`src/rtl/matrix_pkg.sv`:
```
// Shared types and constants for the LED matrix scan controller.
// Holds the scan FSM state type, the matrix geometry and the mapping
// from the three column groups onto the five physical column enables.
package matrix_pkg;

  typedef enum logic [1:0] {
    ST_IDLE  = 2'd0,
    ST_BLANK = 2'd1,
    ST_SHOW  = 2'd2
  } scan_state_t;

  localparam int ROWS      = 7;
  localparam int GROUPS    = 3;
  localparam int PHYS_COLS = 5;

  // Group index the scan starts each frame with
  localparam logic [1:0] GROUP_FIRST = 2'd2;

  // Physical columns driven by each group: group 2 -> cols 0 & 4,
  // group 1 -> cols 1 & 3, group 0 -> col 2 (mirror-symmetric layout)
  localparam logic [GROUPS-1:0][PHYS_COLS-1:0] GROUP_COL_MAP = {
    5'b10001,
    5'b01010,
    5'b00100
  };

  // Expand a group strobe vector into physical column enables
  function automatic logic [PHYS_COLS-1:0] groupsToColumns(input logic [GROUPS-1:0] strobe);
    logic [PHYS_COLS-1:0] cols;
    cols = '0;
    for (int g = 0; g < GROUPS; g++) begin
      if (strobe[g]) begin
        cols = cols | GROUP_COL_MAP[g];
      end
    end
    return cols;
  endfunction

endpackage

```
`src/rtl/matrix_pattern_buffer.sv`:
```
// Double-buffered pattern store for the scan controller.
// A shadow register accepts new patterns over valid/ready; the active
// register feeding the driver is only replaced when the scan FSM signals a
// frame boundary, so a frame is never drawn with a mix of two patterns.
// After a promotion the shadow reports empty one cycle after the
// frame-start cycle, so a pattern held by the producer is taken on the
// edge that ends that cycle.
module matrix_pattern_buffer
  import matrix_pkg::*;
(
  input  logic            clock,
  input  logic            reset,
  input  logic            i_promote,
  input  logic            i_valid,
  output logic            o_ready,
  input  logic [ROWS-1:0] i_pat2,
  input  logic [ROWS-1:0] i_pat1,
  input  logic [ROWS-1:0] i_pat0,
  output logic [ROWS-1:0] o_col2,
  output logic [ROWS-1:0] o_col1,
  output logic [ROWS-1:0] o_col0
);

  logic [3*ROWS-1:0] r_shadow;
  logic [3*ROWS-1:0] r_active;
  logic              r_full;
  logic              r_clearPending;

  assign o_ready = ~r_full;
  assign o_col2  = r_active[3*ROWS-1:2*ROWS];
  assign o_col1  = r_active[2*ROWS-1:ROWS];
  assign o_col0  = r_active[ROWS-1:0];

  // Capture offered patterns into the shadow and promote them at frame boundaries
  always_ff @(posedge clock) begin
    if (reset) begin
      r_shadow       <= '0;
      r_active       <= '0;
      r_full         <= 1'b0;
      r_clearPending <= 1'b0;
    end else begin
      r_clearPending <= 1'b0;
      if (r_clearPending) begin
        r_full <= 1'b0;
      end
      if (i_promote && r_full && !r_clearPending) begin
        r_active       <= r_shadow;
        r_clearPending <= 1'b1;
      end
      if (i_valid && !r_full) begin
        r_shadow <= {i_pat2, i_pat1, i_pat0};
        r_full   <= 1'b1;
      end
    end
  end

endmodule

```
`src/rtl/matrix_scan_controller.sv`:
```
// Time-multiplexed scan sequencer for the 7-row LED matrix driver.
// Walks column groups 2 -> 1 -> 0, each preceded by a blanking gap with all
// strobes low, and swaps in newly offered patterns only at frame starts.
// Optional build macro SCAN_BRIGHTNESS_EN adds a 4-bit brightness input that
// shortens the strobe within each dwell in sixteenths.
module matrix_scan_controller
  import matrix_pkg::*;
#(
  parameter int DWELL_CYCLES = 1000,
  parameter int BLANK_CYCLES = 16,
  parameter int CNT_W        = 16
) (
  input  logic                 clock,
  input  logic                 reset,
  input  logic                 enable,
`ifdef SCAN_BRIGHTNESS_EN
  input  logic [3:0]           brightness,
`endif
  input  logic                 frame_valid,
  output logic                 frame_ready,
  input  logic [ROWS-1:0]      pat_col_2,
  input  logic [ROWS-1:0]      pat_col_1,
  input  logic [ROWS-1:0]      pat_col_0,
  output logic [ROWS-1:0]      col_2,
  output logic [ROWS-1:0]      col_1,
  output logic [ROWS-1:0]      col_0,
  output logic [GROUPS-1:0]    ring_counter,
  output logic [PHYS_COLS-1:0] column_sel,
  output logic                 frame_start
);

  localparam bit HAS_BLANK = (BLANK_CYCLES > 0);
  localparam logic [CNT_W-1:0] DWELL_LAST = CNT_W'(DWELL_CYCLES - 1);
  localparam logic [CNT_W-1:0] BLANK_LAST = CNT_W'(HAS_BLANK ? BLANK_CYCLES - 1 : 0);

  scan_state_t       r_state;
  logic [1:0]        r_group;
  logic [CNT_W-1:0]  r_cnt;
  logic [GROUPS-1:0] r_ring;
  logic              r_frameStart;

  scan_state_t       w_stateNext;
  logic [1:0]        w_groupNext;
  logic [CNT_W-1:0]  w_cntNext;
  logic              w_boundary;
  logic              w_strobeOn;
  logic [GROUPS-1:0] w_ringNext;

  // Next phase of the scan: state, group, phase counter and frame boundary
  always_comb begin
    w_stateNext = r_state;
    w_groupNext = r_group;
    w_cntNext   = r_cnt;
    w_boundary  = 1'b0;
    if (!enable) begin
      w_stateNext = ST_IDLE;
      w_groupNext = GROUP_FIRST;
      w_cntNext   = '0;
    end else begin
      case (r_state)
        ST_IDLE: begin
          w_boundary  = 1'b1;
          w_groupNext = GROUP_FIRST;
          w_cntNext   = '0;
          w_stateNext = HAS_BLANK ? ST_BLANK : ST_SHOW;
        end
        ST_BLANK: begin
          if (r_cnt == BLANK_LAST) begin
            w_stateNext = ST_SHOW;
            w_cntNext   = '0;
          end else begin
            w_cntNext = r_cnt + CNT_W'(1);
          end
        end
        ST_SHOW: begin
          if (r_cnt == DWELL_LAST) begin
            w_cntNext   = '0;
            w_groupNext = (r_group == 2'd0) ? GROUP_FIRST : r_group - 2'd1;
            w_boundary  = (r_group == 2'd0);
            w_stateNext = HAS_BLANK ? ST_BLANK : ST_SHOW;
          end else begin
            w_cntNext = r_cnt + CNT_W'(1);
          end
        end
        default: begin
          w_stateNext = ST_IDLE;
          w_groupNext = GROUP_FIRST;
          w_cntNext   = '0;
        end
      endcase
    end
  end

`ifdef SCAN_BRIGHTNESS_EN
  localparam logic [CNT_W+4:0] SLICE = (CNT_W+5)'(DWELL_CYCLES / 16);

  logic [3:0]       r_bright;
  logic [3:0]       w_brightEff;
  logic [CNT_W+4:0] w_onCycles;

  assign w_brightEff = w_boundary ? brightness : r_bright;
  assign w_onCycles  = ({{(CNT_W+1){1'b0}}, w_brightEff} + (CNT_W+5)'(1)) * SLICE;
  assign w_strobeOn  = ({5'b00000, w_cntNext} < w_onCycles);

  // Hold the brightness level sampled at the frame boundary for the whole frame
  always_ff @(posedge clock) begin
    if (reset) begin
      r_bright <= 4'd0;
    end else if (w_boundary) begin
      r_bright <= brightness;
    end
  end
`else
  assign w_strobeOn = 1'b1;
`endif

  assign w_ringNext = (w_stateNext == ST_SHOW && w_strobeOn) ? (GROUPS'(1) << w_groupNext) : '0;

  // Advance the scan and register the strobe and frame-start outputs
  always_ff @(posedge clock) begin
    if (reset) begin
      r_state      <= ST_IDLE;
      r_group      <= GROUP_FIRST;
      r_cnt        <= '0;
      r_ring       <= '0;
      r_frameStart <= 1'b0;
    end else begin
      r_state      <= w_stateNext;
      r_group      <= w_groupNext;
      r_cnt        <= w_cntNext;
      r_ring       <= w_ringNext;
      r_frameStart <= w_boundary;
    end
  end

  assign ring_counter = r_ring;
  assign column_sel   = groupsToColumns(r_ring);
  assign frame_start  = r_frameStart;

  matrix_pattern_buffer u_buffer (
    .clock     (clock),
    .reset     (reset),
    .i_promote (w_boundary),
    .i_valid   (frame_valid),
    .o_ready   (frame_ready),
    .i_pat2    (pat_col_2),
    .i_pat1    (pat_col_1),
    .i_pat0    (pat_col_0),
    .o_col2    (col_2),
    .o_col1    (col_1),
    .o_col0    (col_0)
  );

endmodule

```
`config.mk`:
```
export PLATFORM = sky130hd
export DESIGN_NAME = matrix_scan_controller
export DESIGN_NICKNAME = d
export VERILOG_FILES = /design/src/rtl/matrix_pkg.sv /design/src/rtl/matrix_pattern_buffer.sv /design/src/rtl/matrix_scan_controller.sv
export SDC_FILE = /design/constraint.sdc
export NUM_CORES = 1
export LEC_CHECK = 0
export CAP_MARGIN = 10
export CORE_MARGIN = 1.5
export CORE_UTILIZATION = 45
export DETAILED_ROUTE_END_ITERATION = 16
export DONT_BUFFER_PORTS = 1
export PLACE_DENSITY = 0.63
export SETUP_SLACK_MARGIN = 0.02
export SLEW_MARGIN = 20
export SYNTH_ARGS = -nofsm -noshare
export SYNTH_HDL_FRONTEND = slang
export SYNTH_SLANG_ARGS = --single-unit
```
`constraint.sdc`:
```
create_clock -name clock -period 2.4 [get_ports clock]
set_input_delay 0.24 -clock clock [delete_from_list [all_inputs] [get_ports clock]]
set_output_delay 0.24 -clock clock [all_outputs]
set_load 0.05 [all_outputs]
```
==> results.md <==
* Ant. Diodes at 0
* Hold Buf Count CTS at 1
* Tot GR Track Use at 17.1%
* Largest net degree at the start of global routing at 46
* Global routing usage on met3 at 8.20%
* Clock transition at path regs at 0.08 ns
* VDD IR max at 0.409 mV
* Post-route cell area at 3040 µm²
* Die Ht at 81.4 µm
* Port bufs at 0
* Slew Viols, Final at 0
* Final Core Density at 51.3%
* Max Clk Rate at 523 MHz
* Row cnt at 28
* Non-filler cells, final at 386
* First-pass DRT Iterations at 4
* Worst hold path class: in -> reg
* Clock Skew at 0.00659 ns
* Worst setup SP type: flop
* Crit. End Element: flop
* DP Cell Count at 369
* RSZ-0062 raised after global routing: no
* Clock Path Buffers at 2
* Detailed-route DRC error count at 0
* Initial Util at 46.7%
* Die W at 81.4 µm
* ANT nets after route at 0
* CP Data Required Time at 2.65 ns
* Final setup viols at 0
* Arrival time at the worst endpoint at 2.16 ns
* IO Pins at 56
* Met2 Resource Use GR at 26.9%
* Top_reg_cell synth: dfxtp_1
* Mapped Area at 2760 µm²
* Pwr/cell area at 746 nW/µm²
* Commonest cells post-synth: 68 x dfxtp_1, 54 x nand2_1, 44 x nor2_1, 24 x a21oi_1, 21 x mux2i_1
* Fin nets at 338
* Crit path kind: reg -> reg
* Root Buffer: clkbuf_8
* Clock Latency Late Sink at 0.35 ns
* Synthesized instance count at 305
* Top-area cell type share of the netlist area at 49.3%
* Yosys reg bits at 68
* GP Congestion at 0.752
* Number of DRC markers in iteration 0 at 101
* Post-route setup TNS at 0 ns
* Period minus WS final at 1.91 ns
* Number of synthesized flops with an enable pin at 0
* Final HPWL DP at 3480 µm
* Final hold violation count at 0
* Ratio of cells with drive above 1 in the final layout at 10.6%
* First-pass GRT wire length at 8420 µm
* M1 GR Usage at 19.2%
* Via count at 1994
* Max-Slew Margin vs Limit at 37.3%
* Outcome: finished clean
* GRT busiest layer: met2
* Leakage at 1.14 nW
* Via density at 5.17
* Sequential fraction of the synthesis area at 49.3%
* Worst Tran Pin Value at 0.939 ns
* # resized after CTS at 0
* YS warnings at 0
* Top-count cell post-synth: dfxtp_1
* Core Footprint at 5920 µm²
* Yosys cell types at 38
* Clock sinks at 68
* Number of fill cells at 570
* Placed Area at 2820 µm²
* Die area at 6620 µm²
* Area leader, netlist: dfxtp_1
* Synth Area per Inst at 9.06 µm²
* Synth top area cells: dfxtp_1 49%, mux2i_1 7.6%, nand2_1 7.3%
* Avg WL per Cell at 13.7 µm
* Vias in the first global route at 1838
* CTS H-Tree Depth at 3
* Max-cap violations at 0
* CTS Buf Count at 9
* Syn-to-layout area delta at 9.87%
* GR Overflow Total at 0
* Routed wire length at 5280 µm
* CTS tree: built
* Post-CTS Setup Bufs at 0
* Overall Power at 0.00227 W
* Async set or reset register ratio after synthesis at 0%
* Period utilization at 79.6%
* Post-Syn Nets at 337
* Max Fanout on Critical Path at 4
* Antenna violations before repair at 0
==> final cells by class <==
type | instances | area (µm²) | share of cell area (%)
clock inverter | 6 | 62.6 | 2.06
clock buffer | 10 | 138 | 4.53
multi-input combinational | 210 | 1270 | 41.7
tap | 75 | 93.8 | 3.09
timing repair buffer | 7 | 77.6 | 2.55
inverter | 10 | 37.5 | 1.24
sequential | 68 | 1360 | 44.8
==> cells by family after synthesis <==
family | count (synthesis) | share of synthesized area [%]
AND/OR/NAND/NOR | 132 | 22.9
flip-flops | 68 | 49.3
AO/OA/AOI/OAI | 35 | 7.20
buffers and inverters | 27 | 4.93
multiplexers | 22 | 8.15
XOR/XNOR | 14 | 4.44
adder cells (fa/ha/maj) | 7 | 3.17
==> worst max-delay path, stage by stage (launching register included) <==
cell and delay [ns]:
dfxtp_1 0.35, ha_1 0.20, and4b_4 0.25, and4_4 0.26, mux2_4 0.31, a21o_1 0.20
nor4_2 0.25
==> final timing paths <==
kind	startpoint	to	slack, ns	cells past startpoint
setup / recovery	r_cnt[0]	ring_counter[1]	0.49	6
hold / removal	pat_col_2[5]	u_buffer.r_shadow[19]	0.02	2
setup reg to reg	r_cnt[0]	ring_counter[1]	0.49	6
hold reg to reg	r_cnt[0]	r_cnt[0]	0.45	1
==> where the power goes <==
part           total [W]  internal, W  leakage (nW)  switching, W
Sequential       0.00120      0.00116         0.552     0.0000378
Clock           0.000946     0.000508         0.106      0.000438
Combinational   0.000124    0.0000462         0.477     0.0000773
Total            0.00227      0.00171          1.14      0.000553
==> state kept, by name, indices dropped and copies added, names as in the netlist <==
signal and count:
r_state 2, r_group 2, r_cnt 16, frame_start 1, u_buffer.r_active 21, u_buffer.r_full 1, u_buffer.r_clearPending 1, u_buffer.r_shadow 21
ring_counter 3
==> per-stage QoR <==
step                hold WS, ns  setup slack (ns)
finish                   0.0199             0.490
detailed placement        0.320             0.509
global route            0.00172             0.375
CTS                      0.0108             0.489
floorplan                 0.376             0.618
global placement          0.320             0.569
==> cells in the final DEF, fill, tap and decap left out, drive strengths merged, types with 7 or more instances in the layout <==
cell	instances
dfxtp	68
nand2	54
nor2	44
a21oi	24
mux2i	21
inv	11
clkbuf	10
xnor2	8
ha	7
buf	7
==> metal layers <==
metal | vias to the layer above | wire length [µm]
met1 | 910 | 2340
met5 | - | 0
met2 | 59 | 2490
li1 | 1010 | -
met3 | 15 | 308
met4 | 0 | 134
Power figures use the tool's default switching activity.
